File: src/rtl/txpippm_step_scheduler_if.sv
// ----------------------------------------------------------------------------
// txpippm_step_scheduler_if
// Command bus between the control/register logic (master) and the TX PI PPM
// step scheduler (slave).
//   cmd_valid    master -> slave  command valid
//   cmd_ready    slave  -> master scheduler can take a command
//   cmd_offset   master -> slave  signed total PI steps (+ = increment)
//   cmd_interval master -> slave  low-gap cycles between pulses
//   abort        master -> slave  stop the running sequence at the next safe point
// ----------------------------------------------------------------------------
interface txpippm_step_scheduler_if #(
  parameter int OFFSET_W   = 16,
  parameter int INTERVAL_W = 16
);
  logic                         cmd_valid;
  logic                         cmd_ready;
  logic signed [OFFSET_W-1:0]   cmd_offset;
  logic        [INTERVAL_W-1:0] cmd_interval;
  logic                         abort;

  modport master (
    output cmd_valid,
    output cmd_offset,
    output cmd_interval,
    output abort,
    input  cmd_ready
  );

  modport slave (
    input  cmd_valid,
    input  cmd_offset,
    input  cmd_interval,
    input  abort,
    output cmd_ready
  );
endinterface

File: src/rtl/txpippm_step_scheduler.sv
// ----------------------------------------------------------------------------
// txpippm_step_scheduler
// Producer side of the TX PI PPM controller interface (TXUSRCLK domain).
// Splits a signed phase-offset command into a train of pulse/stepsize requests,
// each at most MAX_STEP steps, separated by a programmable low gap, and keeps a
// running (wrapping) total of all applied steps.
//
// Ports
//   gtwiz_userclk_tx_usrclk_in  clock
//   reset                       synchronous, active-high
//   cmd                         command bus (slave side): valid/ready/offset/
//                               interval/abort
//   pulse_out                   request pulse to the controller, PULSE_CYC wide
//   stepsize_out                [4] direction (1 inc, 0 dec), [3:0] magnitude
//   busy_out                    sequence in progress (PULSE or GAP)
//   done_out                    1-cycle strobe when a sequence ends
//   aborted_out                 qualifies done_out: sequence ended by abort
//   phase_acc_out               signed cumulative applied steps (wraps)
// ----------------------------------------------------------------------------
module txpippm_step_scheduler #(
  parameter int OFFSET_W   = 16,
  parameter int INTERVAL_W = 16,
  parameter int ACC_W      = 24,
  parameter int MAX_STEP   = 15,
  parameter int PULSE_CYC  = 2,
  parameter int MIN_GAP    = 4
) (
  input  logic                    gtwiz_userclk_tx_usrclk_in,
  input  logic                    reset,
  txpippm_step_scheduler_if.slave cmd,
  output logic                    pulse_out,
  output logic [4:0]              stepsize_out,
  output logic                    busy_out,
  output logic                    done_out,
  output logic                    aborted_out,
  output logic signed [ACC_W-1:0] phase_acc_out
);

  // One extra bit so that |most-negative offset| is representable.
  localparam int REM_W = OFFSET_W + 1;

  localparam logic [INTERVAL_W-1:0] MIN_GAP_C    = INTERVAL_W'(MIN_GAP);
  localparam logic [INTERVAL_W-1:0] PULSE_LAST_C = INTERVAL_W'(PULSE_CYC - 1);
  localparam logic [INTERVAL_W-1:0] ONE_C        = INTERVAL_W'(1);
  localparam logic [REM_W-1:0]      MAX_STEP_C   = REM_W'(MAX_STEP);

  typedef enum logic [1:0] {
    ST_IDLE  = 2'd0,
    ST_PULSE = 2'd1,
    ST_GAP   = 2'd2,
    ST_DONE  = 2'd3
  } state_t;

  state_t                    state_reg, state_next;
  logic signed [REM_W-1:0]   rem_reg, rem_next;
  logic [INTERVAL_W-1:0]     gap_reg, gap_next;
  logic [INTERVAL_W-1:0]     cnt_reg, cnt_next;
  logic                      abort_pend_reg, abort_pend_next;
  logic [4:0]                stepsize_reg, stepsize_next;
  logic signed [ACC_W-1:0]   acc_reg, acc_next;
  logic                      pulse_reg, busy_reg, ready_reg, done_reg;
  logic                      aborted_reg, aborted_next;

  // --------------------------------------------------------------------------
  // Step datapath. The value being split is the fresh command on acceptance,
  // otherwise the remaining count; both paths share one magnitude clamp.
  // --------------------------------------------------------------------------
  logic                    accept;
  logic signed [REM_W-1:0] step_src;
  logic [REM_W-1:0]        step_abs;
  logic [3:0]              step_mag;
  logic                    step_inc;
  logic signed [REM_W-1:0] mag_rem;
  logic signed [REM_W-1:0] delta_rem;
  logic signed [ACC_W-1:0] mag_acc;
  logic signed [ACC_W-1:0] delta_acc;
  logic                    abort_eff;
  logic                    issue;

  assign accept    = cmd.cmd_valid & ready_reg;
  assign step_src  = accept ? $signed({cmd.cmd_offset[OFFSET_W-1], cmd.cmd_offset})
                            : rem_reg;
  assign step_abs  = step_src[REM_W-1] ? $unsigned(-step_src) : $unsigned(step_src);
  assign step_mag  = (step_abs > MAX_STEP_C) ? 4'(MAX_STEP) : step_abs[3:0];
  // Only consulted when step_src is non-zero, so "not negative" means "> 0".
  assign step_inc  = ~step_src[REM_W-1];
  assign mag_rem   = $signed({{(REM_W-4){1'b0}}, step_mag});
  assign delta_rem = step_inc ? mag_rem : -mag_rem;
  assign mag_acc   = $signed({{(ACC_W-4){1'b0}}, step_mag});
  assign delta_acc = step_inc ? mag_acc : -mag_acc;

  // An abort seen this cycle counts as pending, so a request arriving in the
  // last gap cycle still ends the sequence there.
  assign abort_eff = abort_pend_reg | cmd.abort;

  // --------------------------------------------------------------------------
  // Next-state logic
  // --------------------------------------------------------------------------
  always_comb begin
    state_next      = state_reg;
    rem_next        = rem_reg;
    gap_next        = gap_reg;
    cnt_next        = cnt_reg;
    abort_pend_next = abort_pend_reg;
    stepsize_next   = stepsize_reg;
    acc_next        = acc_reg;
    aborted_next    = 1'b0;
    issue           = 1'b0;

    case (state_reg)
      // DONE lasts one cycle but can take a new command exactly like IDLE.
      ST_IDLE, ST_DONE: begin
        abort_pend_next = 1'b0;
        state_next      = ST_IDLE;
        if (accept) begin
          gap_next = (cmd.cmd_interval < MIN_GAP_C) ? MIN_GAP_C : cmd.cmd_interval;
          rem_next = step_src;
          if (step_src == '0) begin
            state_next = ST_DONE;
          end else begin
            issue = 1'b1;
          end
        end
      end

      ST_PULSE: begin
        abort_pend_next = abort_eff;
        if (cnt_reg == '0) begin
          state_next = ST_GAP;
          cnt_next   = gap_reg - ONE_C;
        end else begin
          cnt_next = cnt_reg - ONE_C;
        end
      end

      ST_GAP: begin
        abort_pend_next = abort_eff;
        if (cnt_reg == '0) begin
          if ((rem_reg != '0) && !abort_eff) begin
            issue = 1'b1;
          end else begin
            state_next   = ST_DONE;
            aborted_next = abort_eff;
          end
        end else begin
          cnt_next = cnt_reg - ONE_C;
        end
      end

      default: begin
        state_next = ST_IDLE;
      end
    endcase

    // Launch a request: stepsize, remaining and accumulator all move on the
    // same edge that raises pulse_out.
    if (issue) begin
      state_next    = ST_PULSE;
      cnt_next      = PULSE_LAST_C;
      rem_next      = step_src - delta_rem;
      stepsize_next = {step_inc, step_mag};
      acc_next      = acc_reg + delta_acc;
    end
  end

  // --------------------------------------------------------------------------
  // State and output registers. Status outputs are registered from the next
  // state so that every output reads 0 while reset is held.
  // --------------------------------------------------------------------------
  always_ff @(posedge gtwiz_userclk_tx_usrclk_in) begin
    if (reset) begin
      state_reg      <= ST_IDLE;
      rem_reg        <= '0;
      gap_reg        <= '0;
      cnt_reg        <= '0;
      abort_pend_reg <= 1'b0;
      stepsize_reg   <= '0;
      acc_reg        <= '0;
      pulse_reg      <= 1'b0;
      busy_reg       <= 1'b0;
      ready_reg      <= 1'b0;
      done_reg       <= 1'b0;
      aborted_reg    <= 1'b0;
    end else begin
      state_reg      <= state_next;
      rem_reg        <= rem_next;
      gap_reg        <= gap_next;
      cnt_reg        <= cnt_next;
      abort_pend_reg <= abort_pend_next;
      stepsize_reg   <= stepsize_next;
      acc_reg        <= acc_next;
      pulse_reg      <= (state_next == ST_PULSE);
      busy_reg       <= (state_next == ST_PULSE) || (state_next == ST_GAP);
      ready_reg      <= (state_next == ST_IDLE) || (state_next == ST_DONE);
      done_reg       <= (state_next == ST_DONE);
      aborted_reg    <= aborted_next;
    end
  end

  assign cmd.cmd_ready  = ready_reg;
  assign pulse_out      = pulse_reg;
  assign stepsize_out   = stepsize_reg;
  assign busy_out       = busy_reg;
  assign done_out       = done_reg;
  assign aborted_out    = aborted_reg;
  assign phase_acc_out  = acc_reg;

endmodule
File: src/flat_wrapper.sv
// flat-port wrapper written by rule: the top's interface ports become plain ports
module txpippm_step_scheduler_flat 
#(
  parameter int OFFSET_W   = 16,
  parameter int INTERVAL_W = 16,
  parameter int ACC_W      = 24,
  parameter int MAX_STEP   = 15,
  parameter int PULSE_CYC  = 2,
  parameter int MIN_GAP    = 4
)
  (gtwiz_userclk_tx_usrclk_in, reset, pulse_out, stepsize_out, busy_out, done_out, aborted_out, phase_acc_out, cmd_cmd_valid, cmd_cmd_offset, cmd_cmd_interval, cmd_abort, cmd_cmd_ready);
  txpippm_step_scheduler_if #(.OFFSET_W(OFFSET_W), .INTERVAL_W(INTERVAL_W)) cmd_i ();
  input  logic gtwiz_userclk_tx_usrclk_in;
  input  logic reset;
  output logic pulse_out;
  output logic [4:0] stepsize_out;
  output logic busy_out;
  output logic done_out;
  output logic aborted_out;
  output logic signed [ACC_W-1:0] phase_acc_out;
  input wire logic [$bits(cmd_i.cmd_valid)-1:0] cmd_cmd_valid;
  input wire logic [$bits(cmd_i.cmd_offset)-1:0] cmd_cmd_offset;
  input wire logic [$bits(cmd_i.cmd_interval)-1:0] cmd_cmd_interval;
  input wire logic [$bits(cmd_i.abort)-1:0] cmd_abort;
  output wire logic [$bits(cmd_i.cmd_ready)-1:0] cmd_cmd_ready;
  assign cmd_i.cmd_valid = cmd_cmd_valid;
  assign cmd_i.cmd_offset = cmd_cmd_offset;
  assign cmd_i.cmd_interval = cmd_cmd_interval;
  assign cmd_i.abort = cmd_abort;
  assign cmd_cmd_ready = cmd_i.cmd_ready;
  txpippm_step_scheduler #(.OFFSET_W(OFFSET_W), .INTERVAL_W(INTERVAL_W), .ACC_W(ACC_W), .MAX_STEP(MAX_STEP), .PULSE_CYC(PULSE_CYC), .MIN_GAP(MIN_GAP)) u_core (.gtwiz_userclk_tx_usrclk_in(gtwiz_userclk_tx_usrclk_in), .reset(reset), .cmd(cmd_i), .pulse_out(pulse_out), .stepsize_out(stepsize_out), .busy_out(busy_out), .done_out(done_out), .aborted_out(aborted_out), .phase_acc_out(phase_acc_out));
endmodule
File: config.mk
export PLATFORM = sky130hd
export DESIGN_NAME = txpippm_step_scheduler_flat
export DESIGN_NICKNAME = d
export VERILOG_FILES = /design/src/rtl/txpippm_step_scheduler_if.sv /design/src/rtl/txpippm_step_scheduler.sv /design/src/flat_wrapper.sv
export SDC_FILE = /design/constraint.sdc
export NUM_CORES = 1
export LEC_CHECK = 0
export BUFFER_PORTS_ARGS = -buffer_cell sky130_fd_sc_hd__clkbuf_2
export CAP_MARGIN = 20
export CELL_PAD_IN_SITES_DETAIL_PLACEMENT = 1
export CELL_PAD_IN_SITES_GLOBAL_PLACEMENT = 1
export CORE_MARGIN = 2
export CORE_UTILIZATION = 30
export CTS_CLUSTER_DIAMETER = 40
export DETAILED_ROUTE_END_ITERATION = 10
export PLACE_DENSITY_LB_ADDON = 0.1
export SYNTH_ARGS = -nofsm -noshare
export SYNTH_HDL_FRONTEND = slang
export SYNTH_SLANG_ARGS = --single-unit
File: constraint.sdc
create_clock -name gtwiz_userclk_tx_usrclk_in -period 8.7 [get_ports gtwiz_userclk_tx_usrclk_in]
set_input_delay 1.305 -clock gtwiz_userclk_tx_usrclk_in [delete_from_list [all_inputs] [get_ports gtwiz_userclk_tx_usrclk_in]]
set_output_delay 1.305 -clock gtwiz_userclk_tx_usrclk_in [all_outputs]
set_load 0.005 [all_outputs]
==> results.md <==
* Syn_area_per_cell at 7.83 um2
* R2r endpoint: u_core.rem_reg[16]$_SDFFE_PP0P_
* Status: finished, final reports clean
* Unrepaired setup endpoints after global routing: false
* Hold worst-path end: u_core.cnt_reg[14]$_SDFFE_PP0P_
* CTS buffer count at 9
* Hold depth at 2
* Number of synthesized flops with an enable pin at 0
* Crit path kind: input pin to flip-flop
* Critical path capture point type: flip-flop
* Final WS setup at 997 ps
* DRT Pass-1 Iters at 4
* Family with the most delay on the worst path: compound AO/OA/AOI/OAI gates
* Resized Gates After CTS at 0
* Max Fclk at 130 MHz
* DIE HEIGHT at 152 um
* R2R cell count at 27
* Clock Pin Slew Worst Setup and Hold Paths at 80 ps
* Later-pin clock latency in the skew report at 350 ps
* Cell count after synthesis at between 800 and 900
* Slowest stage delay, CP at 470 ps
* Max reg flops at 24
* First-pass GRT wire length at roughly 35 mm
* Maximum VDD drop at 92.6 uV
* CTS root buffer: clkbuf_16
* CP Buf/Inv Count at 2
* DP Wirelength at 16.4 mm
* Via count at about 6300
* N_diodes at 0
* DRT iter0 DRCs at 278
* Number of vias per cell at 5.34
* Slowest cell on the critical path: mux2i_1
* Final slew viol count at 0
* Core Box Area at 21700 um2
* Largest net degree at the start of global routing at 70
* Placed cell area at 7170 um2
* Grt total ovfl at 0
* TritonCTS Sinks at 86
* Die extent in x at 152 um
* Hold path startpoint: u_core.cnt_reg[14]$_SDFFE_PP0P_
* Post-Syn Nets at 927
* Placed insts at 1163
* Worst slew pin tran at approximately 860 ps
* Worst rel slew slack at 41.0%
* Post-place setup slack at 615 ps
* Synth warn at 0
* Most frequent CP cell: a21o_1
* PD cells at 246 nW/um2
* Cell area after layout at between 7000 and 8000 um2
* Fin util at 34.7%
* # rows at 54
* H-tree depth at 3
* Detail Route Antenna Nets at 0
* CTS tree: yes
* GRT Util Overall at 18.6%
* Critical path launch point type: input pin
* Seq/Total Area, Yosys at around a quarter
* Main flop type after synthesis: dfxtp_1
* Drt total wl at 21.5 mm
* Critical R2R Launch: u_core.cmd.cmd_ready$_SDFF_PP0_
* Crit Path Max Fanout at 19
* Setup_tns at 0 ps
* Required @ worst endpoint at 8920 ps
* Post-Layout Cell Count at about 1200
* Die area at between 20000 and 25000 um2
* Initial antenna violation count at 0
* Vias in the first global route at 6511
* FFs w/ async S/R, synth at 0%
* Longest Clk Path Bufs at 2
* Layout net count at about 1000
* Reg2Reg Setup Slack at 1470 ps
* Hold buffers post-CTS at 0
* Initial Utilization at 30.4%
* Number of max-cap violations at 0
* Count of input and output buffers at 69
* CP arrival at approximately 7900 ps
* Endpoints failing hold at 0
* Share of cells above drive strength 1 at around 15%
* GPL Wtd Cong at 0.865
* Unique masters post-synth at 80
* DRC violations left at 0
* Clock Skew at about 13 ps
* CP Launch Point: cmd_cmd_valid
* P&R area growth vs syn at 14.2%
* Number of I/O pins at 70
* Filler instances at approximately 2600
* Leakage power at 3.27 nW
* Area of the mapped netlist at 6590 um2
* Tcrit/Tclk final at 88.5%
* Tmin final at between 7000 and 8000 ps
* Hold Crit Class: flip-flop to flip-flop
* Post-CTS Setup Inserts at 0
* Seq cells post-synth at 86
* WL/cell at roughly 18 um
* Setup violators final at 0
## routing by layer
layer  track usage, %  up-vias  part of all wire, %  routed length, um
li1                 -     3129                    -                  -
met1             26.9     3061                   51              10900
met2             29.8       93                   45               9710
met3             2.36       15                  3.2                679
met4             3.78        0                 0.93                200
met5                0        -                    0                  0
## how the worst max path moves through the flow
stage | to | slack, ps | cells after the start
5_1_grt | u_core.phase_acc_out[22]$_SDFFE_PP0P_ | 380 | 26
6_report | u_core.rem_reg[16]$_SDFFE_PP0P_ | 1000 | 28
3_5_place_dp | u_core.rem_reg[16]$_SDFFE_PP0P_ | 610 | 28
3_3_place_gp | u_core.phase_acc_out[22]$_SDFFE_PP0P_ | 990 | 27
4_1_cts | u_core.rem_reg[16]$_SDFFE_PP0P_ | 980 | 28
2_1_floorplan | u_core.phase_acc_out[22]$_SDFFE_PP0P_ | 1950 | 28
## cell type report
| type | instances | area [um2] | area share, % |
|---|---|---|---|
| multi-input cells | 673 | 4520 | 60.0 |
| clock buffers | 11 | 243 | 3.23 |
| inverters | 46 | 173 | 2.29 |
| well taps | 280 | 350 | 4.66 |
| repair buffers | 79 | 430 | 5.72 |
| flip-flops and latches | 86 | 1720 | 22.9 |
| clock inverters | 5 | 88.8 | 1.18 |
## cell usage after synthesis (all sizes together) (9+ instances only)
library cell	n	share of area [%]
o21ai	33	2.6
nor3	20	1.7
nand3	24	1.9
and3	10	0.95
ha	47	8.9
dfxtp	86	26
clkbuf	21	1.2
nand2b	9	0.85
a21oi	82	6.3
xnor2	35	4.7
o21bai	10	1.1
buf	16	1.6
nor2	110	6.3
inv	46	2.6
mux2i	30	5.6
a21o	19	2.2
nand2	79	4.6
nor4	16	1.8
a211oi	26	3.1
or3	9	0.85
xor2	16	2.1
## layout by cell type (no fill, tap or decap), drive strengths merged, types with 4 or more instances in the layout
cell | Yosys | final
a211oi | 26 | 26
a21o | 19 | 19
a21oi | 82 | 82
a31oi | 7 | 7
and3 | 10 | 10
buf | 16 | 10
clkbuf | 21 | 80
dfxtp | 86 | 86
ha | 47 | 47
inv | 46 | 48
mux2 | 4 | 4
mux2i | 30 | 30
nand2 | 79 | 79
nand2b | 9 | 9
nand3 | 24 | 24
nand4 | 8 | 8
nor2 | 110 | 110
nor2b | 8 | 8
nor3 | 20 | 20
nor4 | 16 | 16
o211ai | 4 | 4
o21a | 4 | 4
o21ai | 33 | 33
o21bai | 10 | 10
o22ai | 7 | 7
o41ai | 6 | 6
or2 | 5 | 5
or3 | 9 | 9
xnor2 | 35 | 35
xor2 | 16 | 16
## cells by family after synthesis
group                      count (synthesis)  share of synthesized area (%)
and+or+nand+nor                          312                           23.1
buffers and inverters                     83                           5.45
adders and majority gates                 49                           9.53
DFF                                       86                           26.1
muxes                                     34                           6.30
AOI/OAI and AO/OA                        227                           22.7
xor gates and xnor gates                  51                           6.78
## tightest hold or removal path, stage by stage, from the launching register on
cell,delay [ps]
dfxtp_1,310
o41ai_1,60
a21oi_1,60
## where the power goes
part | total, W | leakage [nW] | switching, W | internal [W]
clock | 0.000440 | 0.162 | 0.000177 | 0.000264
sequential | 0.000492 | 0.701 | 0.0000541 | 0.000438
combinational | 0.000919 | 2.40 | 0.000569 | 0.000350
## through the flow
stage	power (W)	hold WS (ps)
finish	0.00185	468
global route	0.00200	487
CTS	0.00187	470
detailed placement	0.00141	459
global placement	0.00138	440
floorplan	0.00115	428
Power figures use the tool's default switching activity.
